$ cat src/rtl/row_requantise_serialiser.sv
// Requantises a packed row of 2W-bit accumulators to W-bit activations, one element
// per cycle through a shared round/ReLU/saturate datapath, and presents the row with valid/ready.
module row_requantise_serialiser #(
    parameter int W     = 16,
    parameter int D     = 8,
    parameter int SHIFT = 12,
    parameter int RELU  = 0
) (
    input  logic               clk,
    input  logic               rst,
    input  logic [2*D*W-1:0]   packed_in,
    input  logic               in_v,
    output logic               in_ready,
    output logic [D*W-1:0]     packed_out,
    output logic               out_v,
    input  logic               out_ready,
    output logic               out_sat
);

    localparam int IW = (D > 1) ? $clog2(D) : 1;
    localparam logic [1:0] S_IDLE = 2'd0;
    localparam logic [1:0] S_PROC = 2'd1;
    localparam logic [1:0] S_HOLD = 2'd2;
    localparam logic [IW-1:0] LAST_IDX = IW'(D - 1);

    // Half-LSB rounding constant; collapses to zero when SHIFT is zero.
    localparam logic [2*W:0] RND = ({{(2*W){1'b0}}, 1'b1} << SHIFT) >> 1;
    localparam logic signed [2*W:0] MAXV = $signed({{(W+2){1'b0}}, {(W-1){1'b1}}});
    localparam logic signed [2*W:0] MINV = $signed({{(W+2){1'b1}}, {(W-1){1'b0}}});

    // Returns {saturated, result}; one guard bit keeps the rounding add from overflowing.
    function automatic logic [W:0] requant(input logic [2*W-1:0] x);
        logic signed [2*W:0] v;
        logic signed [2*W:0] r;
        logic [W:0]          res;
        v = $signed({x[2*W-1], x}) + $signed(RND);
        if ((RELU != 0) && v[2*W]) begin
            r = '0;
        end else begin
            r = v >>> SHIFT;
        end
        if (r > MAXV) begin
            res = {1'b1, MAXV[W-1:0]};
        end else if (r < MINV) begin
            res = {1'b1, MINV[W-1:0]};
        end else begin
            res = {1'b0, r[W-1:0]};
        end
        return res;
    endfunction

    logic [1:0]          r_state;
    logic [2*D*W-1:0]    r_buf;
    logic [IW-1:0]       r_idx;
    logic                r_sat;
    logic [D*W-1:0]      r_out;
    logic                r_in_ready;
    logic                r_out_v;
    logic                r_out_sat;

    logic [IW-1:0]       w_slot;
    logic [2*W-1:0]      w_elem;
    logic [W:0]          w_q;

    // Element 0 sits in the MSB slice, so the slot counts down as idx counts up.
    always_comb begin
        w_slot = LAST_IDX - r_idx;
        w_elem = r_buf[w_slot*2*W +: 2*W];
        w_q    = requant(w_elem);
    end

    // Row FSM: capture, serial requantise, hold until the consumer takes the row.
    always_ff @(posedge clk or negedge rst) begin
        if (!rst) begin
            r_state    <= S_IDLE;
            r_buf      <= '0;
            r_idx      <= '0;
            r_sat      <= 1'b0;
            r_out      <= '0;
            r_in_ready <= 1'b1;
            r_out_v    <= 1'b0;
            r_out_sat  <= 1'b0;
        end else begin
            case (r_state)
                S_IDLE: begin
                    if (in_v) begin
                        r_buf      <= packed_in;
                        r_sat      <= 1'b0;
                        r_idx      <= '0;
                        r_in_ready <= 1'b0;
                        r_state    <= S_PROC;
                    end
                end
                S_PROC: begin
                    r_out[w_slot*W +: W] <= w_q[W-1:0];
                    r_sat                <= r_sat | w_q[W];
                    if (r_idx == LAST_IDX) begin
                        r_out_v   <= 1'b1;
                        r_out_sat <= r_sat | w_q[W];
                        r_state   <= S_HOLD;
                    end else begin
                        r_idx <= r_idx + IW'(1);
                    end
                end
                S_HOLD: begin
                    if (out_ready) begin
                        r_out_v    <= 1'b0;
                        r_out_sat  <= 1'b0;
                        r_in_ready <= 1'b1;
                        r_state    <= S_IDLE;
                    end
                end
                default: begin
                    r_out_v    <= 1'b0;
                    r_out_sat  <= 1'b0;
                    r_in_ready <= 1'b1;
                    r_state    <= S_IDLE;
                end
            endcase
        end
    end

    assign in_ready   = r_in_ready;
    assign packed_out = r_out;
    assign out_v      = r_out_v;
    assign out_sat    = r_out_sat;

endmodule
$ cat config.mk
export PLATFORM = sky130hd
export DESIGN_NAME = row_requantise_serialiser
export DESIGN_NICKNAME = d
export VERILOG_FILES = /design/src/rtl/row_requantise_serialiser.sv
export SDC_FILE = /design/constraint.sdc
export NUM_CORES = 1
export LEC_CHECK = 0
export CAP_MARGIN = 20
export CORE_ASPECT_RATIO = 0.8
export CORE_MARGIN = 5
export CORE_UTILIZATION = 65
export DETAILED_ROUTE_END_ITERATION = 12
export DONT_BUFFER_PORTS = 1
export PLACE_DENSITY = 0.81
export SLEW_MARGIN = 20
export SYNTH_ARGS = -nofsm -noshare
export SYNTH_HDL_FRONTEND = slang
export SYNTH_SLANG_ARGS = --single-unit
$ cat constraint.sdc
create_clock -name clk -period 6.7 [get_ports clk]
set_clock_uncertainty 0.15 [all_clocks]
set_input_delay 1.675 -clock clk [delete_from_list [all_inputs] [get_ports clk]]
set_output_delay 1.675 -clock clk [all_outputs]
set_load 0.005 [all_outputs]
==> Word level (Yosys, flattened, before mapping) <==
Index checks and enable logic that the tools add are counted.
{ "word_totals": {"regBits": 393, "latch_bits": 0, "mem_bits_rw": 0, "romBits": 0, "input_bits": 260, "output_inout_bits": 131, "wordCells": 54, "n_memories": 0} }
{ "classes": {"addsub": 4, "mul": 0, "div": 0, "n_lt_le_gt_ge": 2, "n_eq_ne": 7, "shift": 3, "n_mux": 19, "n_bitwise": 3, "reduce_logical": 8} }
{ "op_table": {"columns": ["operator", "n"], "rows": [
  ["$shiftx A256 B9 Y32", 1],
  ["$bwmux W128", 1],
  ["$shift A16 B34 Y128 const A", 1],
  ["$shiftx A16 B34 Y128", 1],
  ["$mux W17", 2],
  ["$neg A7 Y34", 1],
  ["$add A32 B13 Y33 const B", 1],
  ["$gt A21 B16 Y1 const B", 1],
  ["$lt A21 B16 Y1 const B", 1],
  ["$reduce_and A3 Y1", 4],
  ["$pmux W1 S3", 3],
  ["$ne A2 B2 Y1 const B", 4],
  ["$mux W2", 3],
  ["$mux W3", 2],
  ["$pmux W2 S3", 1],
  ["$pmux W3 S2", 1],
  ["$mux W1", 5],
  ["$reduce_and A2 Y1", 2],
  ["$add A3 B1 Y3 const B", 1],
  ["$eq A3 B3 Y1 const B", 1],
  ["$sub A3 B3 Y3 const A", 1],
  ["$eq A2 B1 Y1 const B", 1],
  ["$eq A2 B2 Y1 const B", 1],
  ["$logic_not A2 Y1", 1],
  ["other kinds (4)", 5]
]} }

==> Logic depth before layout (Yosys ltp) <==
Gate-level depths: netlist of the first run.
{ "depth": {"ltp_word": 9, "mapped_depth": 15, "ltp_nobuf": 10} }

==> Least setup slack after synthesis of the first run <==
OpenSTA, ideal clock, no wires.
{ "synth_timing": {"path_kind": "input port to flip-flop", "startpoint": "input port in_v", "endpoint": "register r_buf[55]", "setup_ns": 0.125, "t_arrival_ns": 3.207, "required_time_ns": 6.425, "slack_ns": 3.218, "stages": 4, "path_buffers": 2, "cell_sequence": "nor3b_1 clkbuf_1 buf_1 mux2_2"} }
{ "synth_via": {"elab_chain_len": 1} }
{ "synth_rtl": {"columns": ["element", "line_no", "source"], "rows": [
  ["start, declared", "12", "input logic in_v,"],
  ["$reduce_and A2 Y1 (no source line)", null, null],
  ["end signal, assigned", "87", "r_buf <= packed_in;"],
  ["end, declared", "53", "logic [2*D*W-1:0] r_buf;"]
]} }
No other way between the ends.
A chain may end at the register's enable or synchronous reset.

==> Final worst setup path of the first run <==
{ "layout_timing": {"startpoint": "register r_idx[0]", "endpoint": "register r_out[117] (netlist: packed_out[117])"} }
{ "layout_via": {"elab_chain_len": 8, "word_cells_on_any_way": 11, "cone_classes": "3 x add/sub; 2 x order compare; 3 x shift; 3 x mux"} }
{ "layout_rtl": {"columns": ["element", "line_no", "source"], "rows": [
  ["start, declared", "54", "logic [IW-1:0] r_idx;"],
  ["start signal, assigned", "102", "r_idx <= r_idx + IW'(1);"],
  ["$sub A3 B3 Y3 *", "67", "w_slot = LAST_IDX - r_idx;"],
  ["$shiftx A256 B9 Y32", "68", "w_elem = r_buf[w_slot*2*W +: 2*W];"],
  ["$add A32 B13 Y33", "36", "v = $signed({x[2*W-1], x}) + $signed(RND);"],
  ["$lt A21 B16 Y1", "44", "end else if (r < MINV) begin"],
  ["$mux W17", "44", null],
  ["$mux W17", "42", "if (r > MAXV) begin"],
  ["$shiftx A16 B34 Y128", "95", "r_out[w_slot*W +: W] <= w_q[W-1:0];"],
  ["$bwmux W128 *", "95", null],
  ["end signal, assigned by index", "95", null],
  ["end, declared", "56", "logic [D*W-1:0] r_out;"]
]} }
Every way passes the cells marked *; elsewhere a longest branch is shown, timed or not.

==> results.json, run 1 <==
{
  "status": "finished, final reports clean",
  "synth_edf_count": 0,
  "fp.coreArea_um2": 20600,
  "r2r_start": "r_idx[0]",
  "crit_arrival_ns": 5.25,
  "final_common_cell": "dfrtp_1",
  "worstSetupPathDepth": 10,
  "ff2ff_path_depth": 10,
  "die_x_um": 171,
  "drt-total-wl_um": 33800,
  "wire_per_inst_um": 25.5,
  "crit_required_ns": 6.93,
  "hold_end": "r_buf[222]",
  "cts-root-buf": "clkbuf_16",
  "track_usage_pct": 28.3,
  "post-place-ws_ns": 1.69,
  "ys_types": 67,
  "grt_pass1_wl_um": 52600,
  "ctsResizeCount": 0,
  "cp_max_fo": 40,
  "hold_violations": 0,
  "dpl.hpwl_um": 23500,
  "p_per_area_nw_per_um2": 575,
  "grt_pass1_vias": 8754,
  "syn_area_um2": 13600,
  "cts_buffers": 29,
  "syn_avg_cell_area_um2": 12.9,
  "fp.dieH_um": 139,
  "fin_nets": 1296,
  "hp-class": "flop to flop",
  "placed_cells": 1268,
  "maxSlewHeadroom_pct": 27.3,
  "use_met2_pct": 43.7,
  "grt_max_degree": 306,
  "whs_ns": 0.349,
  "use_met3_pct": 8.52,
  "busiest_layer": "met2",
  "fp-row-count": 47,
  "syn_to_final_growth_pct": 7.16,
  "cp_num_buf_inv": 1,
  "timing.rr.end": "packed_out[117]",
  "p_leak_nw": 6.26,
  "maxCapViolations": 0,
  "multiInputGateArea_um2": 5540,
  "setup.worst_path.class": "flop to flop",
  "min_period_ns": 5.02,
  "hp-start": "r_buf[222]",
  "crit_start": "r_idx[0]",
  "final-seq-area_um2": 7640,
  "start_util_pct": 65.8,
  "critPathTopFamily": "simple AND/OR/NAND/NOR gates",
  "fmax_mhz": 199,
  "dr.pass1.iters": 5,
  "synth_warnings": 0,
  "tritoncts": "built",
  "fin_crit_sh_pct": 74.9,
  "ys_ff_latch": 305,
  "final_cell_mix": "dfrtp_1 (301), mux2_2 (171), nand2_1 (167)",
  "place_congestion": 0.839,
  "detail-route-antenna-nets": 0,
  "portBuffers": 0,
  "irDropWorstVdd_uv": 334,
  "cts.htree.levels": 1,
  "critPathLaunchType": "flop",
  "synth_nets": 1317,
  "ctsHoldBuffers": 0,
  "tns_ns": 0,
  "worst_path_max_delay_cell": "dfrtp_4",
  "grt_overflow": 0,
  "dr_total_vias": 8536,
  "clk_pin_slew_worst_paths_ns": 0.06,
  "crit_path_max_incr_delay_ns": 0.88,
  "drt_iter0_drc": 750,
  "final_cells": 1327,
  "post-route-drc-count": 0,
  "yosysSeqAreaShare_pct": 56.3,
  "dieArea_um2": 23900,
  "async_reset_ff_share_pct": 100,
  "fill_cells": 1410,
  "ioPinCount": 391,
  "r2r_setup_slack_ns": 1.68,
  "crit_chain": "buf_4, mux4_1, nand3_1, a21oi_1, or4b_4, nor3_2, mux2_2, a21oi_2, or3b_1, o21ai_0",
  "clock_latency_ns": 0.54,
  "postCtsSetupBuffers": 0,
  "holdPathStages": 1,
  "rsz0062_at_grt": "false",
  "synth_ff_type": "dfrtp_1",
  "synthesis.instances": 1051,
  "layout-drive-gt1-share_pct": 26.5,
  "cts.sinks": 305,
  "viasPerCell": 6.43,
  "setup_viol": 0,
  "end_kind": "flop",
  "clockBufferDepth": 3,
  "met1_usage_pct": 39.4,
  "slew_violations": 0,
  "antenna_found_initial": 10,
  "worst_slack_ns": 1.68,
  "worst_pin_slew_ns": 1.09,
  "power_mw": 8.35
}
-- worst reg2reg max path, delay by kind of cell, from the launching register on --
kind | cells | cell delay (ns)
flip-flops | 1 | 0.88
multiplexers | 2 | 0.75
AND/OR/NAND/NOR | 4 | 1.45
buffers and inverters | 1 | 0.44
AO/OA/AOI/OAI | 3 | 1.20
-- synthesized netlist by cell type (all sizes together) (2+ instances only) --
master,instances,share of area [%]
ha,6,0.55
a22o,4,0.26
a31oi,2,0.092
inv,7,0.19
xor2,6,0.39
a22oi,2,0.11
nand4b,2,0.13
or3b,2,0.15
nand4,5,0.28
mux2i,28,2.1
mux4,38,6.6
and2b,2,0.11
or3,8,0.48
o211ai,2,0.11
xnor2,8,0.52
nor2,28,1.3
or2,3,0.14
and4,2,0.13
nor3,5,0.22
a21oi,13,0.56
clkbuf,33,0.92
and2,5,0.23
and3,6,0.28
buf,25,1.7
nand2,167,4.6
dfrtp,304,56
o21ai,120,4.4
mux2,171,14
o31ai,16,0.89
nor4,3,0.30
nand3,10,0.41
nor2b,2,0.092
-- cell type report --
type	count	share of cell area, %
multi-input combinational	681	38.1
inverter	7	0.181
clock inverter	5	0.543
timing repair buffer	6	0.396
antenna	10	0.172
clock buffer	44	5.66
tap	269	2.32
sequential	305	52.6
-- sequential cells by signal, summed over array words and instances, names as in the netlist --
name	cells
in_ready	1
out_sat	1
out_v	1
packed_out	128
r_buf	168
r_idx	3
r_sat	1
r_state	2
-- power breakdown --
part,total (mW),internal (mW),switching [mW]
Combinational,3.48,1.48,1.99
Sequential,3.30,2.65,0.651
Clock,1.57,0.915,0.657
-- layer usage --
layer	part of all wire, %	up-vias	routed length (µm)
li1	-	3732	-
met1	40	4370	13700
met2	47	355	16000
met3	9.3	71	3160
met4	2.9	8	975
met5	0.13	-	45
-- worst max path at each step --
stage                      end  slack, ns
3_5_place_dp   packed_out[117]       1.69
5_1_grt        packed_out[115]       1.40
4_1_cts        packed_out[117]       1.68
3_3_place_gp   packed_out[120]       1.76
2_1_floorplan        r_buf[55]       3.22
6_report       packed_out[117]       1.68
-- logic make-up after synthesis --
kind of cell    share of synthesized area (%)
compound gates                           7.12
xor+xnor                                0.905
fa+ha+maj                               0.554
buf+inv                                  2.86
flops                                    56.3
mux                                      22.9
simple gates                             9.33
-- through the flow --
step	utilization, %	cell area (µm²)
2_1_floorplan	-	13600
3_3_place_gp	66.1	13600
3_5_place_dp	66.1	13600
4_1_cts	70.4	14500
5_1_grt	70.5	14500
6_report	70.6	14500
No activity file was read; power rests on OpenSTA's default activity.
==> run 2: changes to the inputs <==
- CORE_UTILIZATION: 65 -> 64
- PLACE_DENSITY: 0.81 -> 0.8
- clock period: 6.7 -> 4.7 ns (I/O delays scaled with it)
==> run 2 against run 1 <==
Compared with the run above: first-iteration DRC count is 2.1% lower; register-to-register slack worse by 1.2 ns; non-clock buffer count is 9 higher; largest power group unchanged.
==> results.json, run 2 (synthesis results as in run 1) <==
{
  "crit_arrival_ns": 4.50,
  "critPathLaunchType": "flop",
  "fmax_mhz": 238,
  "fp.dieH_um": 140,
  "fp.coreArea_um2": 20800,
  "switching_share_pct": 38.9,
  "clk_pin_slew_worst_paths_ns": 0.06,
  "dpl.hpwl_um": 23800,
  "maxSlewHeadroom_pct": 48.1,
  "track_usage_pct": 27.0,
  "cp_max_fo": 36,
  "final_common_cell": "dfrtp_1",
  "fp-row-count": 47,
  "use_met2_pct": 43.4,
  "grt_max_degree": 306,
  "grt_pass1_wl_um": 52000,
  "rsz0062_at_grt": "false",
  "fin_crit_sh_pct": 89.5,
  "dr.pass1.iters": 5,
  "p_clk_share_pct": 19.6,
  "worst_pin_slew_ns": 0.757,
  "fin_nets": 1304,
  "dieArea_um2": 24200,
  "r2r_setup_slack_ns": 0.49,
  "antenna_found_initial": 10,
  "combPwrFrac_pct": 41.4,
  "met1_usage_pct": 37.0,
  "crit_required_ns": 4.99,
  "dr_total_vias": 8468,
  "place_congestion": 0.839,
  "die_x_um": 173,
  "setup_viol": 0,
  "tritoncts": "built",
  "p_per_area_nw_per_um2": 824,
  "end_kind": "flop",
  "irDropWorstVdd_uv": 499,
  "min_period_ns": 4.21,
  "power.switching_mw": 4.69,
  "final_area_um2": 14600,
  "hp-class": "input port to asynchronous set/reset pin",
  "p_leak_nw": 6.34,
  "r2r_start": "r_idx[0]",
  "regMostFlops": "r_buf",
  "tns_ns": 0,
  "grt_overflow": 0,
  "cts.sinks": 305,
  "hold_violations": 0,
  "start_util_pct": 65.3,
  "cts-root-buf": "clkbuf_16",
  "final_cell_mix": "dfrtp_1 (301), mux2_2 (171), nand2_1 (167)",
  "whs_ns": 0.190,
  "drt-total-wl_um": 33500,
  "layout-drive-gt1-share_pct": 28.0,
  "use_met3_pct": 8.84,
  "portBuffers": 0,
  "timing.rr.end": "packed_out[17]",
  "clock_latency_ns": 0.54,
  "ctsHoldBuffers": 0,
  "ctsResizeCount": 0,
  "cts_buffers": 28,
  "final_cells": 1333,
  "post-route-drc-count": 0,
  "fill_cells": 1424,
  "slew_violations": 0,
  "maxCapViolations": 0,
  "busiest_layer": "met2",
  "setup.worst_path.class": "flop to flop",
  "drt_iter0_drc": 734,
  "viasPerCell": 6.35,
  "cts.htree.levels": 1,
  "p_int_mw": 7.38,
  "clockBufferDepth": 3,
  "grt_pass1_vias": 8535,
  "ioPinCount": 391,
  "placed_cells": 1277,
  "ff2ff_path_depth": 10,
  "detail-route-antenna-nets": 0,
  "sequentialPowerShare_pct": 39.0,
  "status": "finished, final reports clean",
  "syn_to_final_growth_pct": 8.09,
  "place_area_um2": 13700,
  "wire_per_inst_um": 25.1,
  "largest_register_ffs": 168,
  "postCtsSetupBuffers": 0
}
## run 2: changes by cell type in the layout (fill, tap and decap cells not counted), sizes merged
| cell | previous run | this run |
|---|---|---|
| clkinvlp | 0 | 2 |
| diode | 10 | 5 |
| buf | 6 | 15 |
| bufinv | 2 | 3 |
| inv | 8 | 7 |
| clkbuf | 44 | 40 |
| clkinv | 2 | 6 |
## run 2: cell type report
cell class	count	area, µm²	area share [%]
Tap cell	269	337	2.30
Antenna cell	5	12.5	0.0854
Clock buffer	40	837	5.71
Sequential cell	305	7640	52.2
Timing Repair Buffer	15	125	0.854
Multi-Input combinational cell	681	5540	37.8
Inverter	7	26.3	0.179
Clock inverter	11	135	0.923
## run 2: worst max-delay path: stages (launching register included)
cell and delay [ns]:
dfrtp_4 0.86, mux4_1 0.46, nand3_1 0.10, a21oi_1 0.18, or4b_4 0.53, nor2_1 0.30, a21o_1 0.32, a21oi_2 0.12
buf_4 0.20, or3_1 0.61, o21ai_0 0.26
## run 2: power groups by stage
stage	logic (mW)	clock network (mW)	registers, mW
after detailed placement	4.97	0	4.76
after CTS	4.99	2.39	4.72
after global placement	4.81	0	4.69
final	5.00	2.36	4.71
after floorplan	4.00	0	4.26
after global routing	5.41	2.51	4.86
## run 2: layer usage
layer,share of wire (%),up-vias
met5,0.22,-
met4,2.1,12
met3,9.1,64
met2,48,362
met1,41,4286
li1,-,3744
## run 2: worst max-delay path by stage
stage             start              to  slack [ns]  cells past startpoint
3_3_place_gp   r_idx[0]  packed_out[26]        0.52                     10
6_report       r_idx[0]  packed_out[17]        0.49                     10
5_1_grt        r_idx[0]  packed_out[28]        0.21                     10
2_1_floorplan  r_idx[1]  packed_out[53]        1.38                     15
3_5_place_dp   r_idx[0]  packed_out[26]        0.45                     10
4_1_cts        r_idx[0]  packed_out[17]        0.46                     10
## run 2: per-stage QoR
step	power, mW	worst slack (ns)	util (%)
finish	12.1	0.495	70.6
global route	12.8	0.215	70.6
CTS	12.1	0.457	70.5
detailed placement	9.73	0.453	65.8
global placement	9.50	0.523	65.8
floorplan	8.26	1.38	-
==> run 3: changes to the inputs <==
- BUFFER_PORTS_ARGS: default -> -buffer_cell sky130_fd_sc_hd__buf_2
- CORE_UTILIZATION: 64 -> 52
- DONT_BUFFER_PORTS: 1 -> default
==> run 3 against run 2 <==
Compared with the run above: power rose by 5.0%; worst hold slack gained 0.13 ns; first-iteration DRC count is 13% lower; largest cell class unchanged; worst setup slack worse by 0.015 ns; sequential power is 3% lower; via count grew 13%; critical path type unchanged; global-route usage shrank 3.2 points.
==> results.json, run 3 (synthesis results as in run 1) <==
{
  "fin_nets": 1607,
  "ff2ff_path_depth": 9,
  "hold_violations": 0,
  "min_period_ns": 4.22,
  "grt_max_degree": 170,
  "place_congestion": 0.862,
  "place_area_um2": 15300,
  "start_util_pct": 53.1,
  "track_usage_pct": 23.8,
  "power_mw": 12.7,
  "fmax_mhz": 237,
  "dieArea_um2": 29400,
  "fp.coreArea_um2": 25500,
  "r2r_setup_slack_ns": 0.48,
  "drt_iter0_drc": 638,
  "final_cell_mix": "buf_2 (301), dfrtp_1 (301), mux2_2 (171)",
  "grt_pass1_vias": 9779,
  "dpl.hpwl_um": 25200,
  "fin_crit_sh_pct": 89.8,
  "hp-class": "flop to flop",
  "tritoncts": "built",
  "fp.dieH_um": 154,
  "p_leak_nw": 7.75,
  "detail-route-antenna-nets": 0,
  "fp-row-count": 52,
  "ctsHoldBuffers": 0,
  "cts.sinks": 305,
  "critPathLaunchType": "flop",
  "timing.rr.end": "packed_out[83]",
  "die_x_um": 190,
  "irDropWorstVdd_uv": 500,
  "tns_ns": 0,
  "postCtsSetupBuffers": 0,
  "slew_violations": 0,
  "drt-total-wl_um": 35200,
  "maxSlewHeadroom_pct": 31.0,
  "syn_to_final_growth_pct": 21.1,
  "end_kind": "flop",
  "p_per_area_nw_per_um2": 773,
  "cts.htree.levels": 1,
  "hold_end": "packed_out[47]",
  "setup_viol": 0,
  "setup.worst_path.class": "flop to flop",
  "grt_overflow": 0,
  "portBuffers": 302,
  "post-route-drc-count": 0,
  "maxCapViolations": 0,
  "holdPathStages": 2,
  "antenna_found_initial": 14,
  "dr_total_vias": 9602,
  "rsz0062_at_grt": "false",
  "crit_required_ns": 4.94,
  "largest_register_ffs": 168,
  "dr.pass1.iters": 5,
  "status": "finished, final reports clean",
  "regMostFlops": "r_buf",
  "r2r_start": "r_idx[0]",
  "ctsResizeCount": 0,
  "final_core_util_pct": 64.3,
  "wire_per_inst_um": 20.5,
  "clk_pin_slew_worst_paths_ns": 0.06,
  "cts-root-buf": "clkbuf_16",
  "grt_pass1_wl_um": 55600,
  "viasPerCell": 5.59,
  "whs_ns": 0.324,
  "cp_max_fo": 30,
  "cts_buffers": 30,
  "crit_arrival_ns": 4.46,
  "layout-drive-gt1-share_pct": 44.0,
  "hp-start": "packed_out[47]",
  "clockBufferDepth": 3,
  "final_area_um2": 16400,
  "clock_latency_ns": 0.55,
  "worst_pin_slew_ns": 1.04,
  "ioPinCount": 391
}
## run 3: changes by cell type in the layout (fill, tap and decap cells not counted), sizes merged
cell      change
inv           +1
clkinvlp      +1
buf         +301
diode         -1
clkinv        -2
clkbuf        +2
bufinv        +2
## run 3: routing by layer
| metal | up-vias | track usage (%) | share of wire [%] |
|---|---|---|---|
| li1 | 4372 | - | - |
| met1 | 4760 | 32.8 | 41 |
| met2 | 361 | 38.2 | 47 |
| met3 | 89 | 6.42 | 8.7 |
| met4 | 20 | 6.15 | 2.8 |
| met5 | - | 0 | 0.31 |
## run 3: area by class of cell
class | count | area [µm²]
antenna | 4 | 10.0
clock buffer | 42 | 877
clock inverter | 13 | 205
fill | 1964 | 9090
inverter | 7 | 26.3
multi-input combinational | 681 | 5540
sequential | 305 | 7640
tap | 351 | 439
timing repair buffer | 316 | 1680
## run 3: worst max path at each step
stage | start | to | slack, ns | cells past startpoint
final | r_idx[0] | packed_out[83] | 0.48 | 9
after detailed placement | r_idx[0] | packed_out[99] | 0.45 | 9
after global placement | r_idx[0] | packed_out[17] | 0.56 | 9
after global routing | r_idx[0] | packed_out[99] | 0.14 | 9
after floorplan | r_idx[1] | packed_out[53] | 1.38 | 15
after CTS | r_idx[0] | packed_out[99] | 0.46 | 9
## run 3: critical path: stages, from the launching register on
cell     delay (ns)
dfrtp_4        0.83
inv_2          0.28
mux2i_1        0.32
a21oi_1        0.21
or4b_4         0.52
nor4_2         0.31
xnor2_1        0.13
o31a_4         0.51
nor2_1         0.59
o21ai_0        0.20
## run 3: report_power, final
part	switching, mW	leakage (nW)	internal [mW]	total, mW
Sequential	0.774	3.83	3.77	4.55
Combinational	3.10	3.40	2.45	5.55
Clock	1.01	0.523	1.57	2.58
Total	4.88	7.75	7.79	12.7
## run 3: stage by stage
step / instances / worst slack [ns]
after global routing: 1719 / 0.137
after detailed placement: 1660 / 0.454
after CTS: 1715 / 0.463
after global placement: 1660 / 0.558
after floorplan: 1051 / 1.38
final: 1719 / 0.480
